`src/rtl/div_pkg.sv`:
```
// Shared definitions for the sequential restoring divider.
// Holds the default operand width and the controller state encoding.
package div_pkg;

  localparam int DIV_WIDTH = 32;

  typedef enum logic [1:0] {
    IDLE = 2'd0,
    CALC = 2'd1,
    DONE = 2'd2
  } div_state_t;

endpackage

```
`src/rtl/div_step.sv`:
```
// One combinational restoring-division step.
// Shifts {rem,quo} left by one, subtracts the divisor from the shifted
// remainder using ~divisor plus a carry-in of one, and keeps the
// difference when there is no borrow or when a one was shifted out of the
// remainder MSB.
module div_step #(
  parameter int WIDTH = 32
) (
  input  logic [WIDTH-1:0] rem_in,
  input  logic [WIDTH-1:0] quo_in,
  input  logic [WIDTH-1:0] divisor,
  output logic [WIDTH-1:0] rem_out,
  output logic [WIDTH-1:0] quo_out
);

  logic             shift_out;
  logic [WIDTH-1:0] rem_shift;
  logic [WIDTH-1:0] quo_shift;
  logic [WIDTH:0]   trial;
  logic             take;

  // Shift, trial-subtract and select the next partial remainder/quotient
  always_comb begin
    shift_out = rem_in[WIDTH-1];
    rem_shift = {rem_in[WIDTH-2:0], quo_in[WIDTH-1]};
    quo_shift = {quo_in[WIDTH-2:0], 1'b0};
    trial     = {1'b0, rem_shift} + {1'b0, ~divisor} + {{WIDTH{1'b0}}, 1'b1};
    take      = trial[WIDTH] | shift_out;
    rem_out   = rem_shift;
    quo_out   = quo_shift;
    if (take) begin
      rem_out = trial[WIDTH-1:0];
      quo_out = {quo_shift[WIDTH-1:1], 1'b1};
    end
  end

endmodule

```
`src/rtl/div_seq.sv`:
```
// Sequential unsigned restoring divider, one quotient bit per clock.
// Operands are taken with an in_valid/in_ready handshake in IDLE, WIDTH
// steps run in CALC, and the result is held in DONE until out_ready.
// Compile option: DIV_ZERO_EARLY_EN -- a zero divisor skips CALC and goes
// straight to DONE with the same q/r/dz the full iteration would produce.
module div_seq import div_pkg::*; #(
  parameter int WIDTH = DIV_WIDTH
) (
  input  logic             clk,
  input  logic             rstn,
  input  logic             in_valid,
  output logic             in_ready,
  input  logic [WIDTH-1:0] a,
  input  logic [WIDTH-1:0] b,
  output logic             out_valid,
  input  logic             out_ready,
  output logic [WIDTH-1:0] q,
  output logic [WIDTH-1:0] r,
  output logic             dz
);

  localparam int CNT_W = (WIDTH > 1) ? $clog2(WIDTH) : 1;
  localparam logic [CNT_W-1:0] CNT_INIT = CNT_W'(WIDTH - 1);

  div_state_t       state;
  div_state_t       state_next;
  logic [WIDTH-1:0] rem_q;
  logic [WIDTH-1:0] quo_q;
  logic [WIDTH-1:0] divisor_q;
  logic [CNT_W-1:0] cnt_q;
  logic             dz_q;
  logic [WIDTH-1:0] rem_next;
  logic [WIDTH-1:0] quo_next;
  logic             b_zero;

  assign b_zero = (b == '0);

  div_step #(.WIDTH(WIDTH)) u_step (
    .rem_in  (rem_q),
    .quo_in  (quo_q),
    .divisor (divisor_q),
    .rem_out (rem_next),
    .quo_out (quo_next)
  );

  // State register with synchronous active-low reset
  always_ff @(posedge clk) begin
    if (!rstn) state <= IDLE;
    else       state <= state_next;
  end

  // Next-state decode and handshake outputs
  always_comb begin
    state_next = state;
    in_ready   = 1'b0;
    out_valid  = 1'b0;
    case (state)
      IDLE: begin
        in_ready = 1'b1;
        if (in_valid) begin
`ifdef DIV_ZERO_EARLY_EN
          if (b_zero) state_next = DONE;
          else        state_next = CALC;
`else
          state_next = CALC;
`endif
        end
      end
      CALC: begin
        if (cnt_q == '0) state_next = DONE;
      end
      DONE: begin
        out_valid = 1'b1;
        if (out_ready) state_next = IDLE;
      end
      default: state_next = IDLE;
    endcase
  end

  // Operand capture, iteration datapath and step counter
  always_ff @(posedge clk) begin
    if (!rstn) begin
      rem_q     <= '0;
      quo_q     <= '0;
      divisor_q <= '0;
      cnt_q     <= '0;
      dz_q      <= 1'b0;
    end else begin
      case (state)
        IDLE: begin
          if (in_valid) begin
            divisor_q <= b;
            dz_q      <= b_zero;
`ifdef DIV_ZERO_EARLY_EN
            if (b_zero) begin
              rem_q <= a;
              quo_q <= '1;
              cnt_q <= '0;
            end else begin
              rem_q <= '0;
              quo_q <= a;
              cnt_q <= CNT_INIT;
            end
`else
            rem_q <= '0;
            quo_q <= a;
            cnt_q <= CNT_INIT;
`endif
          end
        end
        CALC: begin
          rem_q <= rem_next;
          quo_q <= quo_next;
          if (cnt_q != '0) cnt_q <= cnt_q - 1'b1;
        end
        default: ;
      endcase
    end
  end

  assign q  = quo_q;
  assign r  = rem_q;
  assign dz = dz_q;

endmodule
```
`config.mk`:
```
export PLATFORM = sky130hd
export DESIGN_NAME = div_seq
export DESIGN_NICKNAME = d
export VERILOG_FILES = /design/src/rtl/div_pkg.sv /design/src/rtl/div_step.sv /design/src/rtl/div_seq.sv
export SDC_FILE = /design/constraint.sdc
export NUM_CORES = 1
export LEC_CHECK = 0
export BUFFER_PORTS_ARGS = -buffer_cell sky130_fd_sc_hd__buf_2
export CORE_MARGIN = 4
export CORE_UTILIZATION = 50
export CTS_BUF_LIST = sky130_fd_sc_hd__clkbuf_8
export CTS_CLUSTER_DIAMETER = 60
export DETAILED_ROUTE_END_ITERATION = 16
export GPL_TIMING_DRIVEN = 0
export HOLD_SLACK_MARGIN = 0.06
export PLACE_DENSITY = 0.74
export SLEW_MARGIN = 20
export SYNTH_ARGS = -nofsm -noshare
export SYNTH_HDL_FRONTEND = slang
export SYNTH_HIERARCHICAL = 1
export SYNTH_SLANG_ARGS = --single-unit
```
`constraint.sdc`:
```
create_clock -name clk -period 6.09 [get_ports clk]
set_clock_uncertainty 0.15 [all_clocks]
set_input_delay 1.827 -clock clk [delete_from_list [all_inputs] [get_ports clk]]
set_output_delay 1.827 -clock clk [all_outputs]
set_load 0.05 [all_outputs]
```
Yosys cells after proc, flatten, opt, wreduce, memory -nomap -nowiden. Cells that the tools add are included.

Word-level logic and storage cells: 41. Bits in registers: 104. Output and inout bits: 67.

Multiplexer cells: 15. Add/sub/neg operators: 3. Eq/ne operators: 6. Reduce and logical (&&, ||, !) cells: 9. Bitwise operators: 2.

Operators with widths (number): $pmux W32 S2 (2); $mux W32 (3); $add A32 B32 Y33 (1); $add A33 B1 Y33 const B (1); $logic_not A32 Y1 (1); $not A32 Y32 (1); $mux W5 (2); $pmux W5 S2 (1); $ne A2 B2 Y1 const B (4); $mux W2 (3); $pmux W2 S3 (1); $reduce_and A3 Y1 (2); $logic_not A5 Y1 (1); $reduce_bool A5 Y1 (1); $sub A5 B1 Y5 const B (1); $reduce_and A2 Y1 (2); $mux W1 (3); $eq A2 B1 Y1 const B (1); $eq A2 B2 Y1 const B (1); $logic_not A2 Y1 (1); $reduce_bool A2 Y1 (1); $or A1 B1 Y1 (1).

Depth between registers and ports, before layout.
Word-level depth: 6. Depth in mapped cells: 15. Gate-level depth less buffers: 14.

Hierarchy. Netlist, hierarchy kept.

Modules (own cells, without submodules): div_seq (instances 1, cells an instance 480, area each 3965.1 µm²); div_step (instances 1, cells an instance 323, area each 2531.2 µm²).

Least setup slack after synthesis. OpenSTA, ideal clock, no wires.

Path type: register to register. Start: register quo_q[31] (netlist: q[31]). End: register rem_q[12] (netlist: r[12]). Setup slack: 2187 ps. Data required time: 5812 ps. Stages on the path, launching flop included: 16. Arrival: 3625 ps. Path buffers: 1. Cell sequence: dfxtp_1 -> inv_1 -> ha_1 -> fa_1 -> nor2b_1 -> o211ai_1 -> a211oi_2 -> nor4_4 -> o41a_1 -> o21a_2 -> o21a_4 -> inv_8 -> buf_12 -> mux2_4 -> a22oi_1 -> nor2_1.

Cells in the longest elaborated chain, start to end: 5.

RTL lines: start: declaration (RTL line div_seq.sv:28) `logic [WIDTH-1:0] quo_q;`; start signal: assignment (RTL line div_seq.sv:113) `quo_q <= quo_next;`; $add A32 B32 Y33 (*) (RTL line div_step.sv:27) `trial = {1'b0, rem_shift} + {1'b0, ~divisor} + {{WIDTH{1'b0}}, 1'b1};`; $add A33 B1 Y33 (*) (RTL line div_step.sv:27); $or A1 B1 Y1 (RTL line div_step.sv:28) `take = trial[WIDTH] | shift_out;`; $mux W32 (*) (RTL line div_step.sv:31) `if (take) begin`; net rem_next[12] (RTL line div_seq.sv:32) `logic [WIDTH-1:0] rem_next;`; $pmux W32 S2 (*) (RTL line div_seq.sv:89) `case (state)`; end signal: assignment (RTL line div_seq.sv:112) `rem_q <= rem_next;`; end: declaration (RTL line div_seq.sv:27) `logic [WIDTH-1:0] rem_q;`.

The timed path passes the listed nets; every way through them passes the cells marked *. A chain may end at the register's enable or synchronous reset.

Worst setup path after layout.
Start: register quo_q[31] (netlist: q[31]). End: register rem_q[30] (netlist: r[30]).

Cells in the longest elaborated chain, start to end: 5.

RTL lines: $add A32 B32 Y33 (RTL line div_step.sv:27); $add A33 B1 Y33 (RTL line div_step.sv:27); $or A1 B1 Y1 (RTL line div_step.sv:28); net u_step.take (RTL line div_step.sv:20) `logic take;`; $mux W32 (RTL line div_step.sv:31); net rem_next[30] (RTL line div_seq.sv:32); $pmux W32 S2 (RTL line div_seq.sv:89).

The timed path passes the listed nets, and every way through them passes these cells.

==> run_results.csv <==
group,metric,value,unit
floorplanning,die-area,14900,um2
clock_tree,clock_sinks,104,
min_path,hp-class,"register to register",
finish,fill_cells,1258,
setup_path,critPathLaunchType,"register",
setup_path,path_cells,"inv_1, ha_1, fa_1, nor2b_1, o211ai_1, a211oi_2, nor4_4, o41a_1, o21a_2, o21a_4, inv_8, buf_12, mux2_4, a22oi_1, nor2_1",
place,dp_hpwl,12.8,mm
logic_synthesis,synthDominantCellAreaShare,32.0,%
logic_synthesis,synthCells,803,
setup_path,critPathMaxFanout,10,
detailed_routing,num_vias,6000,
setup_path,cp_slowest_cell,"o41a_1",
logic_synthesis,netlist_area,6500,um2
setup_path,crit_path_end_kind,"register",
clock_tree,clkLatencyLatePin,0.39,ns
place,gp_congestion,0.861,
logic_synthesis,synth_commonest_cells,"nand2_1, dfxtp_1, nor2_1, a21oi_1, inv_1",
logic_synthesis,yosysWarnings,6,
detailed_routing,drt-total-wl,16.8,mm
logic_synthesis,ys_ff_latch,104,
detailed_routing,final_antenna_net_count,0,
detailed_routing,viasPerCell,5.33,
finish,final_nets,1050,
floorplanning,ioPinCount,135,
logic_synthesis,ys.flop_type,"dfxtp_1",
clock_tree,hold_buffers,0,
clock_tree,clockBufferDepth,2,
setup_path,path_class,"register to register",
detailed_routing,drt_iter0_drc,390,
floorplanning,fp.dieW,122,um
logic_synthesis,yosys.area.top_type,"dfxtp_1",
sta,finalHoldViolCount,0,
clock_tree,cts_buffers,9,
floorplanning,num_rows,41,
grt,grt_pass1_vias,5525,
detailed_routing,drt_pass1_iterations,5,
logic_synthesis,netlist_top_cells_area,"dfxtp_1, nand2_1, ha_1",
floorplanning,initial_core_util,51.3,%
sta,slew_headroom,53.2,%
clock_tree,post_cts_buffers,0,
clock_tree,htree_num_levels,3,
clock_tree,cts_tree,"yes",
sta,post-route-period-util,63.4,%
finish,area_growth,17.3,%
sta,tightest_slew,0.693,ns
floorplanning,core,12700,um2
logic_synthesis,async_flop_share,0,%
detailed_routing,drc,0,
logic_synthesis,synthMostInstantiatedCell,"nand2_1",
sta,period_needed,3.86,ns
grt,grt_max_degree,20,
grt,grt_pass1_wl,26.8,mm
grt,antenna_found_initial,0,
logic_synthesis,synth.distinct_cells,64,
clock_tree,cts_root_buf,"clkbuf_8",
sta,maxSlewViolCount,0,
setup_path,cp.arrival,3.98,ns
clock_tree,path_clk_slew,0.11,ns
grt,grt_use_total,22.4,%
sta,finalSetupTns,0,ns
clock_tree,cts_resized,0,
logic_synthesis,synth_fp_nets,905,
floorplanning,die_h,122,um
finish,layout-drive-gt1-share,25.3,%
place,io_buffer_count,134,
sta,setup_viol,0,
setup_path,critPathRequiredTime,6.21,ns
sta,fmax,0.259,GHz
finish,diodes,0,
job,cap_violations,0,
logic_synthesis,avgSynthCellArea,8.09,um2
logic_synthesis,yosysSeqAreaShare,32.0,%
grt,overflow,0,
logic_synthesis,synth_edf_count,0,
sta,grt_setup_unrepaired,"no",
detailed_routing,avgRoutedWirePerCell,14.9,um
status,status,"finished clean",
setup_path,slowest_delay,0.44,ns
layer usage:
| layer | up-vias | global-route usage, % | wire length (um) |
|---|---|---|---|
| li1 | 3077 | - | - |
| met2 | 143 | 35.7 | 7820 |
| met5 | - | 0 | 0 |
| met1 | 2761 | 31.2 | 7830 |
| met4 | 0 | 7.70 | 297 |
| met3 | 19 | 3.16 | 810 |
logic make-up (layout without fill, tap and decap cells):
group           after synthesis  in the layout  synth area share (%)
simple gates                290            290                  19.8
compound gates              200            200                  21.9
flops                       104            104                  32.0
buf+inv                     117            267                  9.51
fa+ha+maj                    34             34                  6.66
mux                          31             31                  6.39
xor+xnor                     27             27                  3.64
cell type report:
type,count,area (um2),area share (%)
Clock buffer,9,124,1.63
Inverter,38,150,1.97
Tap cell,172,215,2.83
Timing Repair Buffer,134,671,8.80
Sequential cell,104,2080,27.3
Buffer,79,468,6.14
Multi-Input combinational cell,582,3800,49.8
Clock inverter,7,111,1.46
metrics by stage:
| stage | util, % | instance area (um2) | instances | hold WS (ns) | setup slack [ns] |
|---|---|---|---|---|---|
| after floorplan | - | 6500 | 803 | 0.286 | 2.19 |
| after global placement | 58.3 | 7380 | 1109 | 0.292 | 2.22 |
| after detailed placement | 58.3 | 7380 | 1109 | 0.297 | 2.25 |
| after CTS | 60.1 | 7620 | 1125 | 0.312 | 2.20 |
| after global routing | 60.1 | 7620 | 1125 | 0.332 | 1.97 |
| final | 60.1 | 7620 | 1125 | 0.310 | 2.23 |
state kept, by name, summed over array words and instances (netlist names):
name,cells
cnt_q,5
state,2
r,32
dz,1
divisor_q,32
q,32
layout by cell type (no fill, tap or decap), types with 8 or more instances in the layout:
cell      instances
a21o_1           21
mux2_4           19
xor2_1            8
a311oi_1         34
buf_2           149
clkbuf_8          9
a22oi_1          32
a21oi_1          58
inv_1            37
clkbuf_1         29
dfxtp_1         104
nand2_1         145
nor2_1           79
nand4_1           8
o21ai_0           9
buf_4            32
mux2_2            8
xnor2_1          19
ha_1             33
nor2b_1          12
critical path: cells and delay by family (launching register included):
family / cells / cell delay, ns
AOI/OAI and AO/OA: 6 / 1.61
adders and majority gates: 2 / 0.63
buffers and inverters: 3 / 0.35
DFF: 1 / 0.36
muxes: 1 / 0.31
and+or+nand+nor: 3 / 0.32
worst paths after layout:
check | startpoint | slack, ns | cells past startpoint | endpoint
worst max-delay path | q[31] | 2.23 | 15 | r[30]
worst min-delay path | divisor_q[27] | 0.31 | 2 | divisor_q[27]
worst max register to register | q[31] | 2.23 | 15 | r[30]
worst min register to register | divisor_q[27] | 0.31 | 2 | divisor_q[27]
Power is left out: the tool's default activity adds up to more than one toggle a clock period on the data nets, which glitch-free logic cannot reach.
